===== src/rtl/aes_req_arbiter.sv =====
// Two-requester round-robin arbiter in front of a single shared AES core.
// Optional busy-timeout abort is compiled in with `define AES_ARB_TIMEOUT_EN.
module aes_req_arbiter #(
    parameter int TIMEOUT_CYCLES = 63
) (
    input  logic         clk,
    input  logic         reset,
    input  logic         req0_valid,
    output logic         req0_ready,
    input  logic         req0_enc_dec,
    input  logic [1:0]   req0_mode,
    input  logic [255:0] req0_key,
    input  logic [127:0] req0_data,
    input  logic         req1_valid,
    output logic         req1_ready,
    input  logic         req1_enc_dec,
    input  logic [1:0]   req1_mode,
    input  logic [255:0] req1_key,
    input  logic [127:0] req1_data,
    output logic         rsp_valid,
    input  logic         rsp_ready,
    output logic         rsp_id,
    output logic [127:0] rsp_data,
    output logic         rsp_err,
    output logic         core_start,
    output logic         core_enc_dec,
    output logic [1:0]   core_mode,
    output logic [255:0] core_key,
    output logic [127:0] core_data_in,
    input  logic [127:0] core_data_out,
    input  logic         core_done
);

    typedef enum logic [1:0] {
        IDLE  = 2'd0,
        START = 2'd1,
        BUSY  = 2'd2,
        RESP  = 2'd3
    } state_t;

    state_t       state_q;
    logic         last_grant_q;
    logic         id_q;
    logic         enc_dec_q;
    logic [1:0]   mode_q;
    logic [255:0] key_q;
    logic [127:0] data_q;
    logic         core_start_q;
    logic         rsp_valid_q;
    logic [127:0] rsp_data_q;

    logic         gnt_vld_d;
    logic         gnt_id_d;

`ifdef AES_ARB_TIMEOUT_EN
    localparam int CNT_W = $clog2(TIMEOUT_CYCLES + 1);
    logic [CNT_W-1:0] cnt_q;
    logic             rsp_err_q;
`endif

    // Grant is only offered in IDLE and outside reset; both valid -> the one not served last.
    always_comb begin
        gnt_vld_d = 1'b0;
        gnt_id_d  = 1'b0;
        if (reset && (state_q == IDLE)) begin
            if (req0_valid && req1_valid) begin
                gnt_vld_d = 1'b1;
                gnt_id_d  = ~last_grant_q;
            end else if (req0_valid) begin
                gnt_vld_d = 1'b1;
                gnt_id_d  = 1'b0;
            end else if (req1_valid) begin
                gnt_vld_d = 1'b1;
                gnt_id_d  = 1'b1;
            end
        end
    end

    assign req0_ready = gnt_vld_d && !gnt_id_d;
    assign req1_ready = gnt_vld_d &&  gnt_id_d;

    always_ff @(posedge clk or negedge reset) begin
        if (!reset) begin
            state_q      <= IDLE;
            last_grant_q <= 1'b1;
            id_q         <= 1'b0;
            enc_dec_q    <= 1'b0;
            mode_q       <= 2'b00;
            key_q        <= '0;
            data_q       <= '0;
            core_start_q <= 1'b0;
            rsp_valid_q  <= 1'b0;
            rsp_data_q   <= '0;
`ifdef AES_ARB_TIMEOUT_EN
            cnt_q        <= '0;
            rsp_err_q    <= 1'b0;
`endif
        end else begin
            core_start_q <= 1'b0;
            case (state_q)
                IDLE: begin
                    if (gnt_vld_d) begin
                        id_q         <= gnt_id_d;
                        last_grant_q <= gnt_id_d;
                        enc_dec_q    <= gnt_id_d ? req1_enc_dec : req0_enc_dec;
                        mode_q       <= gnt_id_d ? req1_mode    : req0_mode;
                        key_q        <= gnt_id_d ? req1_key     : req0_key;
                        data_q       <= gnt_id_d ? req1_data    : req0_data;
                        core_start_q <= 1'b1;
                        state_q      <= START;
                    end
                end
                START: begin
                    state_q <= BUSY;
`ifdef AES_ARB_TIMEOUT_EN
                    cnt_q   <= '0;
`endif
                end
                BUSY: begin
                    // core_done wins over a timeout landing in the same cycle.
                    if (core_done) begin
                        rsp_data_q  <= core_data_out;
                        rsp_valid_q <= 1'b1;
                        state_q     <= RESP;
`ifdef AES_ARB_TIMEOUT_EN
                        rsp_err_q   <= 1'b0;
                    end else if (cnt_q == CNT_W'(TIMEOUT_CYCLES - 1)) begin
                        rsp_data_q  <= '0;
                        rsp_err_q   <= 1'b1;
                        rsp_valid_q <= 1'b1;
                        state_q     <= RESP;
                    end else begin
                        cnt_q <= cnt_q + 1'b1;
`endif
                    end
                end
                RESP: begin
                    if (rsp_ready) begin
                        rsp_valid_q <= 1'b0;
                        state_q     <= IDLE;
                    end
                end
                default: state_q <= IDLE;
            endcase
        end
    end

    assign core_start   = core_start_q;
    assign core_enc_dec = enc_dec_q;
    assign core_mode    = mode_q;
    assign core_key     = key_q;
    assign core_data_in = data_q;
    assign rsp_valid    = rsp_valid_q;
    assign rsp_id       = id_q;
    assign rsp_data     = rsp_data_q;
`ifdef AES_ARB_TIMEOUT_EN
    assign rsp_err      = rsp_err_q;
`else
    assign rsp_err      = 1'b0;
`endif

endmodule

===== config.mk =====
export PLATFORM = sky130hd
export DESIGN_NAME = aes_req_arbiter
export DESIGN_NICKNAME = d
export VERILOG_FILES = /design/src/rtl/aes_req_arbiter.sv
export SDC_FILE = /design/constraint.sdc
export NUM_CORES = 1
export LEC_CHECK = 0
export CELL_PAD_IN_SITES_DETAIL_PLACEMENT = 0
export CELL_PAD_IN_SITES_GLOBAL_PLACEMENT = 2
export CORE_AREA = 2 2 561 563
export CTS_BUF_LIST = sky130_fd_sc_hd__clkbuf_8
export CTS_CLUSTER_DIAMETER = 80
export DETAILED_ROUTE_END_ITERATION = 8
export DIE_AREA = 0 0 563 565
export GPL_TIMING_DRIVEN = 1
export PLACE_DENSITY_LB_ADDON = 0.1
export SLEW_MARGIN = 20
export SYNTH_ARGS = -nofsm -noshare
export SYNTH_HDL_FRONTEND = slang
export SYNTH_SLANG_ARGS = --single-unit

===== constraint.sdc =====
create_clock -name clk -period 2.6 [get_ports clk]
set_clock_uncertainty 0.2 [all_clocks]
set_input_delay 0.26 -clock clk [delete_from_list [all_inputs] [get_ports clk]]
set_output_delay 0.26 -clock clk [all_outputs]
set_load 0.005 [all_outputs]

==> results of run 1 <==
==> worst min-delay path by stage <==
stage | from | end | cells after the start
3_3_place_gp | reset | core_key[179]$_DFFE_PN0P_ | 2
2_1_floorplan | reset | core_data_in[0]$_DFFE_PN0P_ | 0
6_report | req1_key[239] | core_key[239]$_DFFE_PN0P_ | 3
4_1_cts | req1_data[19] | core_data_in[19]$_DFFE_PN0P_ | 3
5_1_grt | req1_data[19] | core_data_in[19]$_DFFE_PN0P_ | 3
3_5_place_dp | reset | core_key[170]$_DFFE_PN0P_ | 2
==> worst register-to-register path: cells and delay by family (launching register included) <==
family	cells	cell delay (ns)
adder cells (fa/ha/maj)	1	0.19
flip-flops	1	0.37
AO/OA/AOI/OAI	3	0.52
buffers and inverters	5	1.15
==> sequential cells by signal, indices dropped and copies added (netlist names) <==
name / count
core_start: 1
core_enc_dec: 1
rsp_valid: 1
last_grant_q: 1
core_data_in: 128
core_key: 256
rsp_id: 1
core_mode: 2
rsp_data: 128
state_q: 2
==> logic make-up (layout without fill, tap and decap cells) <==
logic type | count (synthesis) | after routing
compound gates | 1168 | 1168
fa+ha+maj | 4 | 4
buf+inv | 277 | 2761
flops | 521 | 521
mux | 130 | 130
other cells | 1 | 59
simple gates | 9 | 9
==> synthesized netlist by cell type <==
| master | n | area, µm² |
|---|---|---|
| and2_1 | 1 | 6.26 |
| and2b_1 | 1 | 7.51 |
| o21ai_0 | 2 | 10.0 |
| a21oi_1 | 1 | 5.00 |
| o211ai_2 | 1 | 12.5 |
| mux2i_1 | 1 | 10.0 |
| a22o_1 | 387 | 3390 |
| clkbuf_1 | 27 | 101 |
| o21a_1 | 2 | 15.0 |
| nor2b_1 | 1 | 6.26 |
| or2_2 | 1 | 6.26 |
| a221oi_2 | 1 | 15.0 |
| nand2_1 | 1 | 3.75 |
| dfstp_2 | 1 | 26.3 |
| buf_1 | 8 | 30.0 |
| conb_1 | 1 | 3.75 |
| buf_4 | 7 | 52.6 |
| o21bai_1 | 387 | 2910 |
| nor2_1 | 2 | 7.51 |
| nand3_1 | 2 | 10.0 |
| mux2_1 | 1 | 11.3 |
| inv_2 | 1 | 3.75 |
| mux2_2 | 128 | 1440 |
| ha_1 | 4 | 50.1 |
| buf_2 | 230 | 1150 |
| dfrtp_1 | 520 | 13000 |
| o2bb2ai_1 | 387 | 3390 |
| inv_1 | 4 | 15.0 |
==> layout by cell type, fill, tap and decap left out, types with 2 or more instances in the layout <==
cell type and n:
clkbuf_8 160, ha_1 3, buf_4 154, inv_6 2, inv_2 3, a22o_1 387
dfrtp_1 508, inv_1 54, o2bb2ai_1 387, buf_16 2, o21a_1 2, nand3_4 2
clkinv_8 2, clkinvlp_4 6, clkdlybuf4s50_1 1415, inv_8 2, mux2_2 128, dlygate4sd2_1 8
o21ai_0 2, dlygate4sd3_1 880, buf_12 63, clkinv_2 4, dfrtp_2 12, buf_6 2
o21bai_1 387, diode_2 58, clkbuf_16 2
==> repair_timing <==
item	4_1_cts	5_1_grt
buffers inserted	6	15
cloned	0	3
endpoints found under the setup margin	21	5
hold endpoints to repair	1042	0
gates resized for setup	36	7
pin swaps	3	3
hold buffers	880	0
==> area by class of cell <==
cell class,count,share of cell area
repair buffers,2528,0.442
flip-flops and latches,521,0.225
multi-input cells,1312,0.196
well taps,4140,0.0894
clock buffers,160,0.0380
clock inverters,67,0.00538
diodes,58,0.00251
inverters,5,0.000540
repair inverters,1,0.000151
==> per-layer routing <==
layer  routed length [µm]  part of all wire  global-route usage
met1                98000              0.42               0.169
met2               110000              0.47               0.234
met3                19000             0.082              0.0498
met4                 3700             0.016              0.0233
met5                  538            0.0023                   0
==> power by group <==
part           leakage [nW]  internal (mW)  switching [mW]  total [mW]
sequential             6.43           12.0            2.50        14.5
combinational          14.0           14.0            11.4        25.4
clock                  1.47           5.55            5.14        10.7
total                  21.9           31.5            19.0        50.5
==> per-stage QoR <==
step           instance area (µm²)  hold slack (ns)   util  instances
4_1_cts                      57600         0.000629  0.185       8717
3_3_place_gp                 46200            0.190  0.148       7604
5_1_grt                      57900           0.0170  0.186       8772
2_1_floorplan                25700           -0.236      -       2110
3_5_place_dp                 46200            0.187  0.148       7604
6_report                     57900           0.0939  0.186       8792
==> run metrics, run 1 <==
fin crit share 0.959; DRT antenna net count 0; slowest stage delay, CP 0.54 ns; Critical Path Stages 9; Die ar. 318000 µm²; Worst R2R Start state_q[0]$_DFFE_PN0P_; CTS tree done; Final WS setup 0.107 ns; Max-Cap Viols 0; worst skew pair latency 0.87 ns; Fmax achieved 0.401 GHz; Netlist cell types 28; Max IR drop VDD 0.000295 V; WS Path Type reg -> reg; Worst EP required 3.20 ns; Hold Vio Cnt, Final 0; Pleak 21.9 nW; Die X 563 µm; # DRC 0; Layout fillers 34510; CP Capture Type flip-flop; Place WS -0.168 ns; GP Congestion 0.739; io pins 1429; Bufs and invs on worst path 5; Worst R2R End core_key[180]$_DFFE_PN0P_; crit start category flip-flop; Clk Tree Root Cell clkbuf_8; All-Layer GR Usage 0.138; Crit Path Max Fanout 10; drt pass-1 iters 5; Via density 3.32; Gate Count Post-Synth 2110; Avg WL per Cell 26.3 µm; initial antenna violation count 148; vias in the first global route 31821; Core Rows 205; Starting Density 0.0825; clk buf depth 4; Max H-tree Level 4; multiplexer area fraction after synthesis 0.0569; crit path time final 2.49 ns; Nets 5418; worst setup path endpoint core_key[180]$_DFFE_PN0P_; largest family of logic cells by synthesized area compound AO/OA/AOI/OAI gates; Final Max Tran Viols 0; CP top delay family buffers and inverters; CTS Buf Count 137; Register Area 13100 µm²; post-synthesis compound-gate area fraction 0.379; Post-Syn Area 25700 µm²; reg2reg setup slack 0.11 ns; Reg clk slew, reported paths 0.06 ns; slew margin rel. 0.545; post-detail-place hpwl 181 mm; drt total wl 231 mm; post-synthesis simple-gate area fraction 0.00185; sequential fraction of the synthesis area 0.507; Least-Margin Pin Slew 0.682 ns; Syn Nets 3022; post-synthesis xor/xnor area fraction 0; critical path's slowest cell dlygate4sd3_1; Core Area 311000 µm²; Reg2Reg Depth 9; worst min-delay path class in -> reg; Layout area overhead 125%; setup tns final 0 ns; CP startpoint state_q[0]$_DFFE_PN0P_; crit path DAT 3.09 ns; first-pass GRT wire length 302 mm; Tot Pwr 50.5 mW; Yosys warning count 0; #FFs+latches synth 521; Die H 565 µm; Top cell by count, worst path buf_4; vias post-DR 29172; unrepaired setup endpoints after global routing yes; Setup violations, final 0; crit-path cells inv_2 -> ha_4 -> buf_4 -> o211ai_4 -> clkinv_8 -> buf_4 -> o2bb2ai_1 -> a22o_1 -> dlygate4sd3_1; largest net degree at the start of global routing 105; IO Port Bufs 1427; Power Density 872 nW/µm²; First DRT Iteration DRCs 1131; gr ovfl total 0; Clock Sink Count 521; Adder-Cell Fraction of Synth Area 0.00195; proportion of layout cells with a drive suffix above 1 0.121; Syn Area/Cell 12.2 µm²; status finished, final reports clean; footprint of the multi-input gates 11400 µm²
Power figures use the tool's default switching activity.
==> run 2, diff against run 1 <==
SLEW_MARGIN = 30   (was 20)
clock period = 2.7 ns   (was 2.6 ns; I/O delays follow)
==> run 2 against run 1 <==
Against the previous run:
- routed wire length about the same
- combinational power fell by 4%
- die area stayed put
- non-clock buffer count decreased by 25
- worst hold slack lost 0.011 ns
- sequential share of layout area hardly changed
- final cell count is 0.33% lower
- global-route usage is essentially flat
- critical path type unchanged
- largest power group unchanged
==> run metrics, run 2 (synthesized netlist as in run 1, its figures left out) <==
status finished, final reports clean; first-pass GRT wire length 302 mm (-0.15%); # DRC 0 (unchanged); Die H 565 µm (unchanged); crit path time final 2.65 ns (+0.158 ns); Final WS setup 0.0494 ns (-0.0578 ns); CTS Buf Count 138 (+0.73%); Register Area 13000 µm² (about the same); unrepaired setup endpoints after global routing yes; Clock Sink Count 521 (unchanged); post-detail-place hpwl 179 mm (-1.1%); footprint of the multi-input gates 11400 µm² (+0.14%); vias in the first global route 31902 (+0.25%); Max H-tree Level 4 (unchanged); crit path DAT 3.25 ns (+0.16 ns); Setup violations, final 0 (unchanged); Place WS -0.170 ns (-0.00134 ns); Core Area 311000 µm² (unchanged); worst skew pair latency 0.89 ns (+0.02 ns); most frequent cells in the layout clkdlybuf4s50_1, dlygate4sd3_1, dfrtp_1, o2bb2ai_1, a22o_1; gr ovfl total 0 (unchanged); worst min-delay path class in -> reg; All-Layer GR Usage 0.138 (-0.000255); Pleak 21.9 nW (-0.28%); Layout area overhead 125%; GP Congestion 0.735 (-0.51%); max reg flops 256 (unchanged); drt pass-1 iters 5 (unchanged); DRT antenna net count 0 (unchanged); CTS tree done; largest net degree at the start of global routing 119 (+13%); Die ar. 318000 µm² (unchanged); leading cell type in the layout, fill and taps excluded clkdlybuf4s50_1; Nets 5393 (-0.46%); Die X 563 µm (unchanged); Clk Tree Root Cell clkbuf_8; proportion of layout cells with a drive suffix above 1 0.111 (-0.00912); drt total wl 231 mm (about the same); Power Density 840 nW/µm² (-3.6%); Starting Density 0.0825 (unchanged); Crit Path Max Fanout 45 (+35); Worst EP required 3.30 ns (+0.10 ns); Max-Cap Viols 0 (unchanged); Final Max Tran Viols 0 (unchanged); WS Path Type reg -> reg; Avg WL per Cell 26.4 µm (+0.39%); Least-Margin Pin Slew 0.934 ns (+0.251 ns); vias post-DR 29139 (-0.11%); Hold Vio Cnt, Final 0 (unchanged); Core Rows 205 (unchanged); fin crit share 0.982 (+0.0230); Tot Pwr 48.6 mW (-3.8%); IO Port Bufs 1427 (unchanged); clk buf depth 4 (unchanged); Max IR drop VDD 0.000355 V (+20%); Layout fillers 34617 (+0.31%); io pins 1429 (unchanged); Reg clk slew, reported paths 0.06 ns (about the same); crit start category flip-flop; First DRT Iteration DRCs 1223 (+8.1%); Fmax achieved 0.377 GHz (-6.0%); Via density 3.33 (+0.22%); initial antenna violation count 153 (+3.4%); slew margin rel. 0.378 (-0.168); CP Capture Type flip-flop
==> run 2: stage by stage <==
step	cell area [µm²]	util	TNS, ns	instances	hold WS [ns]
3_5_place_dp	46100	0.148	-6.39	7581	-0.0538
5_1_grt	57800	0.186	-0.527	8736	0.0190
6_report	57800	0.186	0	8763	0.0829
4_1_cts	57500	0.185	-0.183	8703	0.000337
3_3_place_gp	46100	0.148	-6.06	7581	-0.0532
2_1_floorplan	25700	-	0	2110	-0.226
==> run 2: where the power goes <==
group          switching (mW)  internal, mW  leakage (nW)
registers                2.40          11.5          6.44
clock network            4.96          5.26          1.48
logic                    11.0          13.5          13.9
==> run 2: timing repair <==
action / 4_1_cts / 5_1_grt
endpoints found under the setup margin: 13 / 89
endpoints found under the hold margin: 1009 / 0
cloned: 0 / 4
pin swaps: 2 / 3
buffers inserted: 7 / 0
gates resized for setup: 23 / 18
hold buffers: 890 / 0
==> run 2: routing by layer <==
layer  up-vias  share of wire  global-route usage
met5         -         0.0025                   0
met4        96          0.017              0.0246
met3       320          0.080              0.0487
met2      1157           0.48               0.234
met1     14389           0.42               0.168
li1      13177              -                   -
==> run 2: layout make-up <==
cell class / instances / share of cell area
sequential: 521 / 0.226
clock buffer: 154 / 0.0366
multi-input combinational: 1312 / 0.197
timing repair buffer: 2503 / 0.443
tap: 4140 / 0.0896
clock inverter: 71 / 0.00586
antenna: 57 / 0.00247
inverter: 5 / 0.000454
==> run 2: worst paths after layout <==
kind,startpoint,to,slack [ns],cells after the start
max,state_q[0]$_DFFE_PN0P_,core_mode[1]$_DFFE_PN0P_,0.05,9
min,req1_key[8],core_key[8]$_DFFE_PN0P_,0.08,3
max reg2reg,state_q[0]$_DFFE_PN0P_,core_mode[1]$_DFFE_PN0P_,0.05,9
min reg2reg,rsp_data[124]$_DFFE_PN0P_,rsp_data[124]$_DFFE_PN0P_,0.30,1
max in group asynchronous,reset,rsp_data[12]$_DFFE_PN0P_,0.39,6
min in group asynchronous,reset,state_q[1]$_DFFE_PN0P_,0.20,4
==> run 2: worst max-delay path, stage by stage, from the launching register on <==
cell	delay, ns
dfrtp_1	0.36
inv_2	0.06
ha_4	0.20
nand3_4	0.11
buf_4	0.29
buf_12	0.22
buf_16	0.25
o2bb2ai_1	0.10
a22o_1	0.19
dlygate4sd3_1	0.55
